--- config.mk ---
export PLATFORM = sky130hd
export DESIGN_NAME = st_irq_ctrl_flat
export DESIGN_NICKNAME = d
export VERILOG_FILES = /design/src/rtl/st_irq_ctrl_if.sv /design/src/rtl/st_irq_ctrl.sv /design/src/flat_wrapper.sv
export SDC_FILE = /design/constraint.sdc
export NUM_CORES = 1
export LEC_CHECK = 0
export BUFFER_PORTS_ARGS = -buffer_cell sky130_fd_sc_hd__buf_2
export CAP_MARGIN = 15
export CORE_MARGIN = 1.5
export CORE_UTILIZATION = 50
export CTS_BUF_LIST = sky130_fd_sc_hd__clkbuf_4
export DETAILED_ROUTE_END_ITERATION = 6
export PLACE_DENSITY = 0.86
export SLEW_MARGIN = 10
export SYNTH_ARGS = -nofsm -noshare
export SYNTH_HDL_FRONTEND = slang
export SYNTH_SLANG_ARGS = --single-unit
--- constraint.sdc ---
create_clock -name clk -period 1.8 [get_ports clk]
set_clock_uncertainty 0.15 [all_clocks]
set_input_delay 0.45 -clock clk [delete_from_list [all_inputs] [get_ports clk]]
set_output_delay 0.45 -clock clk [all_outputs]
set_load 0.05 [all_outputs]
--- src/rtl/st_irq_ctrl_if.sv ---
// CPU/MFP side of the ST interrupt glue: IACK bus decode in, IPL and acknowledge strobes out.
// The controller uses the slave modport; the CPU/board side (or a bench) uses master.
interface st_irq_ctrl_if;
    logic       cpu_as_n;
    logic       cpu_iack;
    logic [2:0] cpu_ack_lvl;
    logic       mfp_irq;
    logic [2:0] ipl_n;
    logic       mfp_iack;
    logic       cpu_dtack;
    logic       cpu_vpa;
    logic       cpu_berr;

    modport slave (
        input  cpu_as_n, cpu_iack, cpu_ack_lvl, mfp_irq,
        output ipl_n, mfp_iack, cpu_dtack, cpu_vpa, cpu_berr
    );

    modport master (
        output cpu_as_n, cpu_iack, cpu_ack_lvl, mfp_irq,
        input  ipl_n, mfp_iack, cpu_dtack, cpu_vpa, cpu_berr
    );
endinterface

--- src/rtl/st_irq_ctrl.sv ---
// ST interrupt arbiter: prioritises HBL/VBL/MFP onto the 68000 IPL lines and sequences
// interrupt-acknowledge cycles as MFP vectored, autovectored (VPA) or spurious (BERR).
module st_irq_ctrl #(
    parameter int MFP_LEVEL     = 6,
    parameter int MFP_ACK_TICKS = 3,
    parameter int SPUR_TICKS    = 8
) (
    input  logic               clk,
    input  logic               reset,
    input  logic               clk_en,
    input  logic               hbl_in,
    input  logic               vbl_in,
    output logic               busy,
    st_irq_ctrl_if.slave       bus
);

    localparam logic [2:0] MFP_LVL = 3'(MFP_LEVEL);
    localparam logic [3:0] MFP_TC  = 4'(MFP_ACK_TICKS);
    localparam logic [3:0] SPUR_TC = 4'(SPUR_TICKS);

    typedef enum logic [2:0] {
        S_IDLE,
        S_MFP,
        S_AUTO,
        S_SPUR,
        S_DONE
    } state_t;

    state_t     state_q, state_d;
    logic [3:0] cnt_q, cnt_d;
    logic       hbl_q, vbl_q;
    logic       hbl_pend_q, hbl_pend_d;
    logic       vbl_pend_q, vbl_pend_d;
    logic       hbl_clr, vbl_clr;
    logic [2:0] ipl_n_q, ipl_n_d;
    logic       mfp_iack_q, mfp_iack_d;
    logic       dtack_q, dtack_d;
    logic       vpa_q, vpa_d;
    logic       berr_q, berr_d;

    always_ff @(posedge clk) begin
        if (reset) begin
            state_q    <= S_IDLE;
            cnt_q      <= 4'd0;
            hbl_q      <= hbl_in;
            vbl_q      <= vbl_in;
            hbl_pend_q <= 1'b0;
            vbl_pend_q <= 1'b0;
            ipl_n_q    <= 3'b111;
            mfp_iack_q <= 1'b0;
            dtack_q    <= 1'b0;
            vpa_q      <= 1'b0;
            berr_q     <= 1'b0;
        end else if (clk_en) begin
            state_q    <= state_d;
            cnt_q      <= cnt_d;
            hbl_q      <= hbl_in;
            vbl_q      <= vbl_in;
            hbl_pend_q <= hbl_pend_d;
            vbl_pend_q <= vbl_pend_d;
            ipl_n_q    <= ipl_n_d;
            mfp_iack_q <= mfp_iack_d;
            dtack_q    <= dtack_d;
            vpa_q      <= vpa_d;
            berr_q     <= berr_d;
        end
    end

    // A fresh edge in the same tick as an acknowledge clear keeps the request pending.
    always_comb begin
        hbl_pend_d = (hbl_in & ~hbl_q) | (hbl_pend_q & ~hbl_clr);
        vbl_pend_d = (vbl_in & ~vbl_q) | (vbl_pend_q & ~vbl_clr);
        if (bus.mfp_irq)
            ipl_n_d = ~MFP_LVL;
        else if (vbl_pend_q)
            ipl_n_d = ~3'd4;
        else if (hbl_pend_q)
            ipl_n_d = ~3'd2;
        else
            ipl_n_d = 3'b111;
    end

    always_comb begin
        state_d    = state_q;
        cnt_d      = cnt_q;
        mfp_iack_d = mfp_iack_q;
        dtack_d    = dtack_q;
        vpa_d      = vpa_q;
        berr_d     = berr_q;
        hbl_clr    = 1'b0;
        vbl_clr    = 1'b0;

        case (state_q)
            S_IDLE: begin
                if (bus.cpu_iack && !bus.cpu_as_n) begin
                    if (bus.cpu_ack_lvl == MFP_LVL && bus.mfp_irq) begin
                        state_d    = S_MFP;
                        cnt_d      = 4'd1;
                        mfp_iack_d = 1'b1;
                    end else if (bus.cpu_ack_lvl == 3'd4 && vbl_pend_q) begin
                        state_d = S_AUTO;
                        vpa_d   = 1'b1;
                        vbl_clr = 1'b1;
                    end else if (bus.cpu_ack_lvl == 3'd2 && hbl_pend_q) begin
                        state_d = S_AUTO;
                        vpa_d   = 1'b1;
                        hbl_clr = 1'b1;
                    end else begin
                        state_d = S_SPUR;
                        cnt_d   = 4'd1;
                    end
                end
            end
            S_MFP: begin
                if (cnt_q >= MFP_TC) begin
                    state_d = S_DONE;
                    dtack_d = 1'b1;
                end else begin
                    cnt_d = cnt_q + 4'd1;
                end
            end
            S_AUTO: begin
                state_d = S_DONE;
            end
            S_SPUR: begin
                if (cnt_q >= SPUR_TC) begin
                    state_d = S_DONE;
                    berr_d  = 1'b1;
                end else begin
                    cnt_d = cnt_q + 4'd1;
                end
            end
            S_DONE: begin
                state_d = S_DONE;
            end
            default: begin
                state_d = S_IDLE;
            end
        endcase

        // Address strobe released: normal end in DONE, abort anywhere earlier.
        if (state_q != S_IDLE && bus.cpu_as_n) begin
            state_d    = S_IDLE;
            mfp_iack_d = 1'b0;
            dtack_d    = 1'b0;
            vpa_d      = 1'b0;
            berr_d     = 1'b0;
        end
    end

    assign bus.ipl_n     = ipl_n_q;
    assign bus.mfp_iack  = mfp_iack_q;
    assign bus.cpu_dtack = dtack_q;
    assign bus.cpu_vpa   = vpa_q;
    assign bus.cpu_berr  = berr_q;
    assign busy          = (state_q != S_IDLE);

endmodule
--- src/flat_wrapper.sv ---
// flat-port wrapper written by rule: the top's interface ports become plain ports
module st_irq_ctrl_flat 
#(
    parameter int MFP_LEVEL     = 6,
    parameter int MFP_ACK_TICKS = 3,
    parameter int SPUR_TICKS    = 8
)
  (clk, reset, clk_en, hbl_in, vbl_in, busy, bus_cpu_as_n, bus_cpu_iack, bus_cpu_ack_lvl, bus_mfp_irq, bus_ipl_n, bus_mfp_iack, bus_cpu_dtack, bus_cpu_vpa, bus_cpu_berr);
  st_irq_ctrl_if bus_i ();
  input  logic clk;
  input  logic reset;
  input  logic clk_en;
  input  logic hbl_in;
  input  logic vbl_in;
  output logic busy;
  input wire logic [$bits(bus_i.cpu_as_n)-1:0] bus_cpu_as_n;
  input wire logic [$bits(bus_i.cpu_iack)-1:0] bus_cpu_iack;
  input wire logic [$bits(bus_i.cpu_ack_lvl)-1:0] bus_cpu_ack_lvl;
  input wire logic [$bits(bus_i.mfp_irq)-1:0] bus_mfp_irq;
  output wire logic [$bits(bus_i.ipl_n)-1:0] bus_ipl_n;
  output wire logic [$bits(bus_i.mfp_iack)-1:0] bus_mfp_iack;
  output wire logic [$bits(bus_i.cpu_dtack)-1:0] bus_cpu_dtack;
  output wire logic [$bits(bus_i.cpu_vpa)-1:0] bus_cpu_vpa;
  output wire logic [$bits(bus_i.cpu_berr)-1:0] bus_cpu_berr;
  assign bus_i.cpu_as_n = bus_cpu_as_n;
  assign bus_i.cpu_iack = bus_cpu_iack;
  assign bus_i.cpu_ack_lvl = bus_cpu_ack_lvl;
  assign bus_i.mfp_irq = bus_mfp_irq;
  assign bus_ipl_n = bus_i.ipl_n;
  assign bus_mfp_iack = bus_i.mfp_iack;
  assign bus_cpu_dtack = bus_i.cpu_dtack;
  assign bus_cpu_vpa = bus_i.cpu_vpa;
  assign bus_cpu_berr = bus_i.cpu_berr;
  st_irq_ctrl #(.MFP_LEVEL(MFP_LEVEL), .MFP_ACK_TICKS(MFP_ACK_TICKS), .SPUR_TICKS(SPUR_TICKS)) u_core (.clk(clk), .reset(reset), .clk_en(clk_en), .hbl_in(hbl_in), .vbl_in(vbl_in), .busy(busy), .bus(bus_i));
endmodule
Yosys cells after proc, flatten, opt, wreduce, memory -nomap -nowiden
Index checks and enable logic that the tools add are counted.
Cells by class
  add/subtract/negate cells: 1
  order comparisons: 2
  equal/unequal tests: 16
  multiplexer cells: 47
  bitwise gates (word level): 10
  reductions and logical operators: 25
Operator list (number)
  $mux 1: 30
  $mux 3: 8
  $mux 4: 6
  $reduce_bool 2->1: 8
  $pmux 3 s4: 1
  $pmux 4 s3: 1
  $eq 3x2->1 const B: 3
  $eq 3x3->1 const B: 3
  $ne 3x1->1 const B: 3
  $reduce_bool 3->1: 3
  $reduce_and 4->1: 2
  $reduce_and 7->1: 1
  $ne 2x2->1 const B: 3
  $ne 3x2->1 const B: 2
  $reduce_and 3->1: 2
  $logic_and 1x1->1: 5
  $reduce_and 5->1: 1
  $add 4x1->4 const B: 1
  $and 1x1->1: 4
  $ge 4x2->1 const B: 1
  $ge 4x4->1 const B: 1
  $not 1->1: 4
  $eq 3x1->1 const B: 1
  $logic_not 3->1: 1
  5 further kinds: 6
Word-level totals
  register bits after elaboration: 18
  logic and storage cells: 112

Depth between registers and ports, before layout
Gate-level depths: netlist (run 1).
  word-level depth: 10
  mapped depth: 7

Worst setup path after synthesis (run 1)
OpenSTA, ideal clock, no wires.
  path type: input -> register
  start: input port bus_cpu_iack
  end: register u_core.cnt_q[2]
  setup time: 0.096 ns
  arrival time: 1.488 ns
  data required time: 1.554 ns
  slack: 0.066 ns
  cell stages on the path: 5
  path through: nor2b_1 o311ai_0 a211oi_2 nand2_1 o41ai_2
On the way
  longest elaborated chain between the ends: 3
RTL lines
  start, declared: RTL line flat_wrapper.sv:17  | input wire logic [$bits(bus_i.cpu_iack)-1:0] bus_cpu_iack;
  $logic_and 1x1->1: RTL line st_irq_ctrl.sv:95  | if (bus.cpu_iack && !bus.cpu_as_n) begin
  $ne 2x1->1 (no source line)
  $reduce_and 7->1 (no source line)
  end signal, assigned: RTL line st_irq_ctrl.sv:56  | cnt_q <= cnt_d;
  end, declared: RTL line st_irq_ctrl.sv:30  | logic [3:0] cnt_q, cnt_d;
No other way between the ends.
A chain may end at the register's enable or synchronous reset.

Final worst setup path (run 1)
  start: register u_core.cnt_q[1]
  end: register u_core.state_q[2]
On the way
  longest elaborated chain between the ends: 3
RTL lines
  $ge 4x4->1 / $ge 4x2->1 (equally long branches): RTL line st_irq_ctrl.sv:126, st_irq_ctrl.sv:115
  $ne 3x1->1 (no source line)
  $reduce_and 4->1 (no source line) *
  end signal, assigned: RTL line st_irq_ctrl.sv:55  | state_q <= state_d;
  end, declared: RTL line st_irq_ctrl.sv:29  | state_t state_q, state_d;
Every way passes the cells marked *; elsewhere a longest branch is shown, timed or not.

==> reports/qor.yml, run 1 <==
status:
  status: "finished clean"
floorplan:
  dieArea_mm2: 0.002108
  pin_count: 19
  core-area_mm2: 0.001727
  rows: 15
  die_height_um: 45.92
  die_w_um: 45.92
  start_util_pct: 53.33
synthesis:
  synth_cell_types: 40
  synth_area_leaders: "dfxtp_1, edfxtp_1, a31oi_4"
  ys_ff_latch: 17
  syn_avg_cell_area_um2: 9.302
  syn_nets: 112
  yosysSeqAreaShare_pct: 39.13
  yosysWarnings: 0
  netlist.area_leader.share_pct: 32.61
  synth_top_cell_by_area: "dfxtp_1"
  syn_area_um2: 920.9
  netlist_instances: 99
power_and_ir_drop:
  power_frac_seq_pct: 48.0
  p_int_mw: 0.6018
  power_frac_comb_pct: 27.0
  powerDensity_mw_per_mm2: 745.2
  p_sw_mw: 0.2756
  p_leak_nw: 0.4527
  sw_frac_of_total_pct: 31.41
  p_total_mw: 0.8774
  peakVddDrop_mv: 0.5699
  p_clk_share_pct: 25.0
timing:
  slew_viol_final: 0
  fin_crit_ns: 1.791
  period_share_pct: 99.48
  tns_ns: 0
  setup_slack_ns: 0.009443
  rsz0062_at_grt: "true"
  final-hold-violation-count: 0
  fin_hold_ws_ns: 0.1956
  fmax_ghz: 0.5585
  finalSetupViolCount: 0
cells_and_area:
  n_fill_cell: 134
  num_antenna_cells: 0
  syn_to_final_growth_pct: 27.85
  design_area_mm2: 0.001177
  drive_above_1_share_pct: 39.68
  nets: 140
route:
  route.detailed.drc: 0
  viasPerCell: 5.689
  vias: 859
  wl_per_cell_um: 14.60
  drt_wl_total_um: 2204
  first_iter_violations: 37
  firstDrtPassIters: 4
  antenna_left: 0
clocking:
  htree_num_levels: 1
  clock_latency_ns: 0.29
  cts_num_sinks: 17
  cts_root_buf: "clkbuf_4"
  cts-buffers-inserted: 3
  cts_tree: "yes"
  path_clk_slew_ns: 0.10
  clk_path_buf_depth: 2
critical_path:
  arrival_ns: 1.86
  critPathLaunchType: "flop"
  ff2ff_setup_slack_ns: 0.009
  cp-end-kind: "flop"
  crit_slowest_cell: "or4_1"
  critPathMaxStageDelay_ns: 0.43
  required_ns: 1.87
  crit_type: "reg -> reg"
  cp_max_fo: 4
  crit_chain: "ha_4, o21bai_4, a31oi_4, o221ai_4, or4_1, a21oi_1"
placement:
  io_buffers: 17
  place_congestion: 0.8416
  dpl_worst_slack_ns: -0.1095
  dp.final_hpwl_um: 1556
  dpl_cell_area_mm2: 0.001059
global_routing:
  grt_pass1_vias: 804
  gr-total-overflow: 0
  antenna_found_initial: 0
  track_usage_pct: 23.90
  grt_pass1_wl_um: 3567
  grt_max_degree: 16
worst_hold_path:
  hold_class: "in -> reg"
flow_run:
  maxCapViolCount: 0
worst max-delay path: cells and delay by family (launching register included):
kind                       cells  cell delay (ns)
AOI/OAI and AO/OA              4             0.61
and+or+nand+nor                1             0.43
DFF                            1             0.36
adders and majority gates      1             0.16
registers in the layout (all words and copies together), names as in the netlist:
register              count
u_core.bus.ipl_n          2
u_core.hbl_pend_q         1
u_core.bus.cpu_vpa        1
u_core.cnt_q              4
u_core.bus.cpu_berr       1
u_core.hbl_q              1
u_core.vbl_q              1
u_core.bus.cpu_dtack      1
u_core.state_q            3
u_core.bus.mfp_iack       1
u_core.vbl_pend_q         1
cell usage after synthesis, drive strengths merged:
| library cell | n |
|---|---|
| dfxtp | 15 |
| inv | 10 |
| a21oi | 8 |
| nor2 | 8 |
| nand2 | 4 |
| nand3b | 4 |
| a31oi | 3 |
| buf | 3 |
| nand2b | 3 |
| nand3 | 3 |
| nor2b | 3 |
| nor3 | 3 |
| o21ai | 3 |
| o41ai | 3 |
| a41oi | 2 |
| clkbuf | 2 |
| edfxtp | 2 |
| ha | 2 |
| o21bai | 2 |
| o311ai | 2 |
| or3 | 2 |
| a211o | 1 |
| a211oi | 1 |
| a21boi | 1 |
| a2bb2oi | 1 |
| a31o | 1 |
| a32o | 1 |
| conb | 1 |
| o221ai | 1 |
| o31ai | 1 |
| o32ai | 1 |
| or2 | 1 |
| or4 | 1 |
power groups by stage:
stage,registers [mW],logic [mW],clock network [mW]
floorplan,0.439,0.121,0
global placement,0.425,0.186,0
detailed placement,0.427,0.192,0
CTS,0.420,0.206,0.221
global route,0.424,0.255,0.237
finish,0.421,0.237,0.219
per-layer routing:
layer  global-route usage [%]  up-vias  part of all wire (%)
li1                         -      413                     -
met1                    29.66      416                    45
met2                    39.44       26                    49
met3                    3.968        4                   4.6
met4                    12.00        0                   1.6
met5                        0        -                     0
final timing paths:
kind,from,end,depth (start not counted)
setup / recovery,u_core.cnt_q[1]$_SDFFE_PP0P_,u_core.state_q[2]$_SDFFE_PP0P_,6
hold / removal,vbl_in,u_core.vbl_q$_DFFE_PP_,1
setup reg to reg,u_core.cnt_q[1]$_SDFFE_PP0P_,u_core.state_q[2]$_SDFFE_PP0P_,6
hold reg to reg,u_core.bus.ipl_n[1]$_SDFFE_PP1P_,u_core.bus.ipl_n[1]$_SDFFE_PP1P_,2
cells in the final DEF (no fill, tap or decap), types with 2 or more instances in the layout:
| cell type | instances |
|---|---|
| nor2_1 | 8 |
| nand3_1 | 3 |
| a31oi_4 | 2 |
| edfxtp_1 | 2 |
| dfxtp_1 | 9 |
| a41oi_1 | 2 |
| nand3b_1 | 4 |
| nor3_1 | 2 |
| buf_2 | 16 |
| dfxtp_2 | 4 |
| nand2b_1 | 3 |
| dfxtp_4 | 2 |
| o41ai_1 | 2 |
| nor2b_1 | 3 |
| nand2_1 | 3 |
| buf_4 | 11 |
| clkbuf_4 | 4 |
| inv_1 | 9 |
| o21ai_0 | 3 |
| a21oi_1 | 8 |
| or3_1 | 2 |
metrics by stage:
| step | util (%) | std cells |
|---|---|---|
| after CTS | 64.71 | 147 |
| after global routing | 68.19 | 151 |
| after detailed placement | 61.30 | 143 |
| after global placement | 61.30 | 143 |
| after floorplan | - | 99 |
| final | 68.19 | 151 |
kinds of logic after synthesis:
kind of cell | share of synthesized area (%)
flops | 39.13
buf+inv | 7.745
simple gates | 18.89
other cells | 0.4072
fa+ha+maj | 2.717
compound gates | 31.12
repair_timing:
action,in CTS,in global routing
hold buffers,0,0
setup endpoints to repair,4,4
resized for setup,9,8
setup buffers,0,4
pin swaps,2,6
layout make-up:
type	count	area, um2	area share (%)
clock buffer	4	30.03	2.550
timing repair buffer	28	173.9	14.77
tap	25	31.28	2.657
multi-input combinational	67	529.3	44.95
sequential	17	372.9	31.67
inverter	10	40.04	3.401
Note: power is estimated with default switching activity, not from simulation.
==> inputs of run 2 (changes only) <==
==> constraint.sdc (replaced) <==
create_clock -name clk -period 1.8 [get_ports clk]
set_clock_uncertainty 0.15 [all_clocks]
set_input_delay 0.27 -clock clk [delete_from_list [all_inputs] [get_ports clk]]
set_output_delay 0.27 -clock clk [all_outputs]
set_load 0.05 [all_outputs]
==> reports/qor.yml, run 2 (synthesized netlist as in run 1, its figures left out) <==
global_routing:
  grt_pass1_wl_um: 3312
  gr-total-overflow: 0
  grt_max_degree: 16
  grt_pass1_vias: 754
  antenna_found_initial: 0
  track_usage_pct: 21.74
critical_path:
  reg2reg_to: "u_core.state_q[2]$_SDFFE_PP0P_"
  required_ns: 1.88
  ff2ff_setup_slack_ns: 0.06
  arrival_ns: 1.82
  crit_type: "reg -> reg"
  cp_max_fo: 4
  reg2regPathDepth: 6
  critPathLaunchType: "flop"
  r2r-start: "u_core.cnt_q[1]$_SDFFE_PP0P_"
  cp-end-kind: "flop"
clocking:
  htree_num_levels: 1
  clk_path_buf_depth: 2
  cts_root_buf: "clkbuf_4"
  cts_num_sinks: 17
  path_clk_slew_ns: 0.10
  clock_latency_ns: 0.29
  cts_tree: "yes"
  cts-buffers-inserted: 3
power_and_ir_drop:
  p_int_mw: 0.5942
  power_frac_seq_pct: 48.8
  p_clk_share_pct: 25.2
  p_leak_nw: 0.4350
  powerDensity_mw_per_mm2: 756.1
  sw_frac_of_total_pct: 31.28
  peakVddDrop_mv: 0.5505
  p_sw_mw: 0.2704
  power_frac_comb_pct: 26.0
timing:
  worst_pin_slew_ns: 0.4818
  final-hold-violation-count: 0
  finalSetupViolCount: 0
  fmax_ghz: 0.5739
  slew_viol_final: 0
  fin_crit_ns: 1.742
  maxSlewHeadroom_pct: 67.38
  setup_slack_ns: 0.05761
  tns_ns: 0
  period_share_pct: 96.80
placement:
  dpl_worst_slack_ns: -0.02512
  dp.final_hpwl_um: 1465
  place_congestion: 0.8208
  dpl_cell_area_mm2: 0.001059
  io_buffers: 17
floorplan:
  core-area_mm2: 0.001727
  rows: 15
  die_w_um: 45.92
  dieArea_mm2: 0.002108
  die_height_um: 45.92
  start_util_pct: 53.33
  pin_count: 19
cells_and_area:
  n_fill_cell: 141
  syn_to_final_growth_pct: 24.19
  layout_common_cells: "buf_2, dfxtp_1, inv_1, buf_4"
  top_register: "u_core.cnt_q"
  largest_reg_flops: 4
  final_common_cell: "buf_2"
  fin_util_pct: 66.23
  drive_above_1_share_pct: 35.77
  nets: 137
  num_antenna_cells: 0
  design_area_mm2: 0.001144
route:
  viasPerCell: 5.514
  drt_wl_total_um: 2046
  first_iter_violations: 25
  route.detailed.drc: 0
  vias: 816
  wl_per_cell_um: 13.82
  firstDrtPassIters: 4
  antenna_left: 0
status:
  status: "finished clean"
worst_hold_path:
  hold_class: "in -> reg"
  hold_end: "u_core.vbl_q$_DFFE_PP_"
  min_from: "vbl_in"
  hold_depth: 1
flow_run:
  maxCapViolCount: 0
run 2: changes by cell type in the layout (fill, tap and decap cells not counted):
cell / before / now
dfxtp_1: 9 / 11
nand2_2: 1 / 0
dfxtp_4: 2 / 1
nand2_1: 3 / 4
buf_4: 11 / 9
buf_6: 1 / 0
dfxtp_2: 4 / 3
run 2: power groups by stage:
stage | Sequential (mW) | Combinational (mW) | Clock, mW
2_1_floorplan | 0.439 | 0.121 | 0
3_3_place_gp | 0.426 | 0.193 | 0
3_5_place_dp | 0.427 | 0.198 | 0
4_1_cts | 0.421 | 0.206 | 0.227
5_1_grt | 0.425 | 0.241 | 0.238
6_report | 0.422 | 0.225 | 0.218
run 2: worst max path at each step:
stage | startpoint | to | slack [ns] | cells past startpoint
3_3_place_gp | u_core.cnt_q[0]$_SDFFE_PP0P_ | u_core.cnt_q[2]$_SDFFE_PP0P_ | 0.05 | 6
5_1_grt | u_core.cnt_q[1]$_SDFFE_PP0P_ | u_core.state_q[2]$_SDFFE_PP0P_ | -0.01 | 6
2_1_floorplan | u_core.cnt_q[0]$_SDFFE_PP0P_ | u_core.state_q[2]$_SDFFE_PP0P_ | 0.08 | 6
4_1_cts | u_core.cnt_q[0]$_SDFFE_PP0P_ | u_core.state_q[2]$_SDFFE_PP0P_ | 0.03 | 6
6_report | u_core.cnt_q[1]$_SDFFE_PP0P_ | u_core.state_q[2]$_SDFFE_PP0P_ | 0.06 | 6
3_5_place_dp | u_core.cnt_q[1]$_SDFFE_PP0P_ | u_core.state_q[2]$_SDFFE_PP0P_ | -0.03 | 6
run 2: timing repair:
action,in CTS,in global routing
resized for setup,5,8
pin swaps,1,2
setup endpoints to repair,4,6
setup buffers,1,0
hold buffers,0,0
run 2: metrics by stage:
| stage | hold slack (ns) | std cells | total power, mW |
|---|---|---|---|
| 5_1_grt | 0.01075 | 148 | 0.9049 |
| 3_5_place_dp | 0.3102 | 143 | 0.6251 |
| 3_3_place_gp | 0.2982 | 143 | 0.6190 |
| 6_report | 0.02265 | 148 | 0.8647 |
| 4_1_cts | 0.009810 | 148 | 0.8541 |
| 2_1_floorplan | 0.2166 | 99 | 0.5600 |
run 2: worst max-delay path, cell delays in order, from the launching register on:
cell and delay (ns):
dfxtp_2 0.39, ha_4 0.16, o21bai_4 0.06, a31oi_4 0.21, o221ai_4 0.15, or4_1 0.41, a21oi_1 0.16
run 2: per-layer routing:
| layer | GRT usage, % | up-vias | share of wire (%) |
|---|---|---|---|
| li1 | - | 409 | - |
| met1 | 28.47 | 380 | 46 |
| met2 | 35.28 | 25 | 49 |
| met3 | 3.571 | 2 | 4.0 |
| met4 | 8.571 | 0 | 0.59 |
| met5 | 0 | - | 0 |
run 2: cell type report:
class | instances | area, um2 | area share [%]
clock buffer | 4 | 30.03 | 2.626
tap | 25 | 31.28 | 2.735
timing repair buffer | 25 | 147.6 | 12.91
inverter | 10 | 40.04 | 3.501
multi-input combinational | 67 | 526.8 | 46.06
sequential | 17 | 367.9 | 32.17
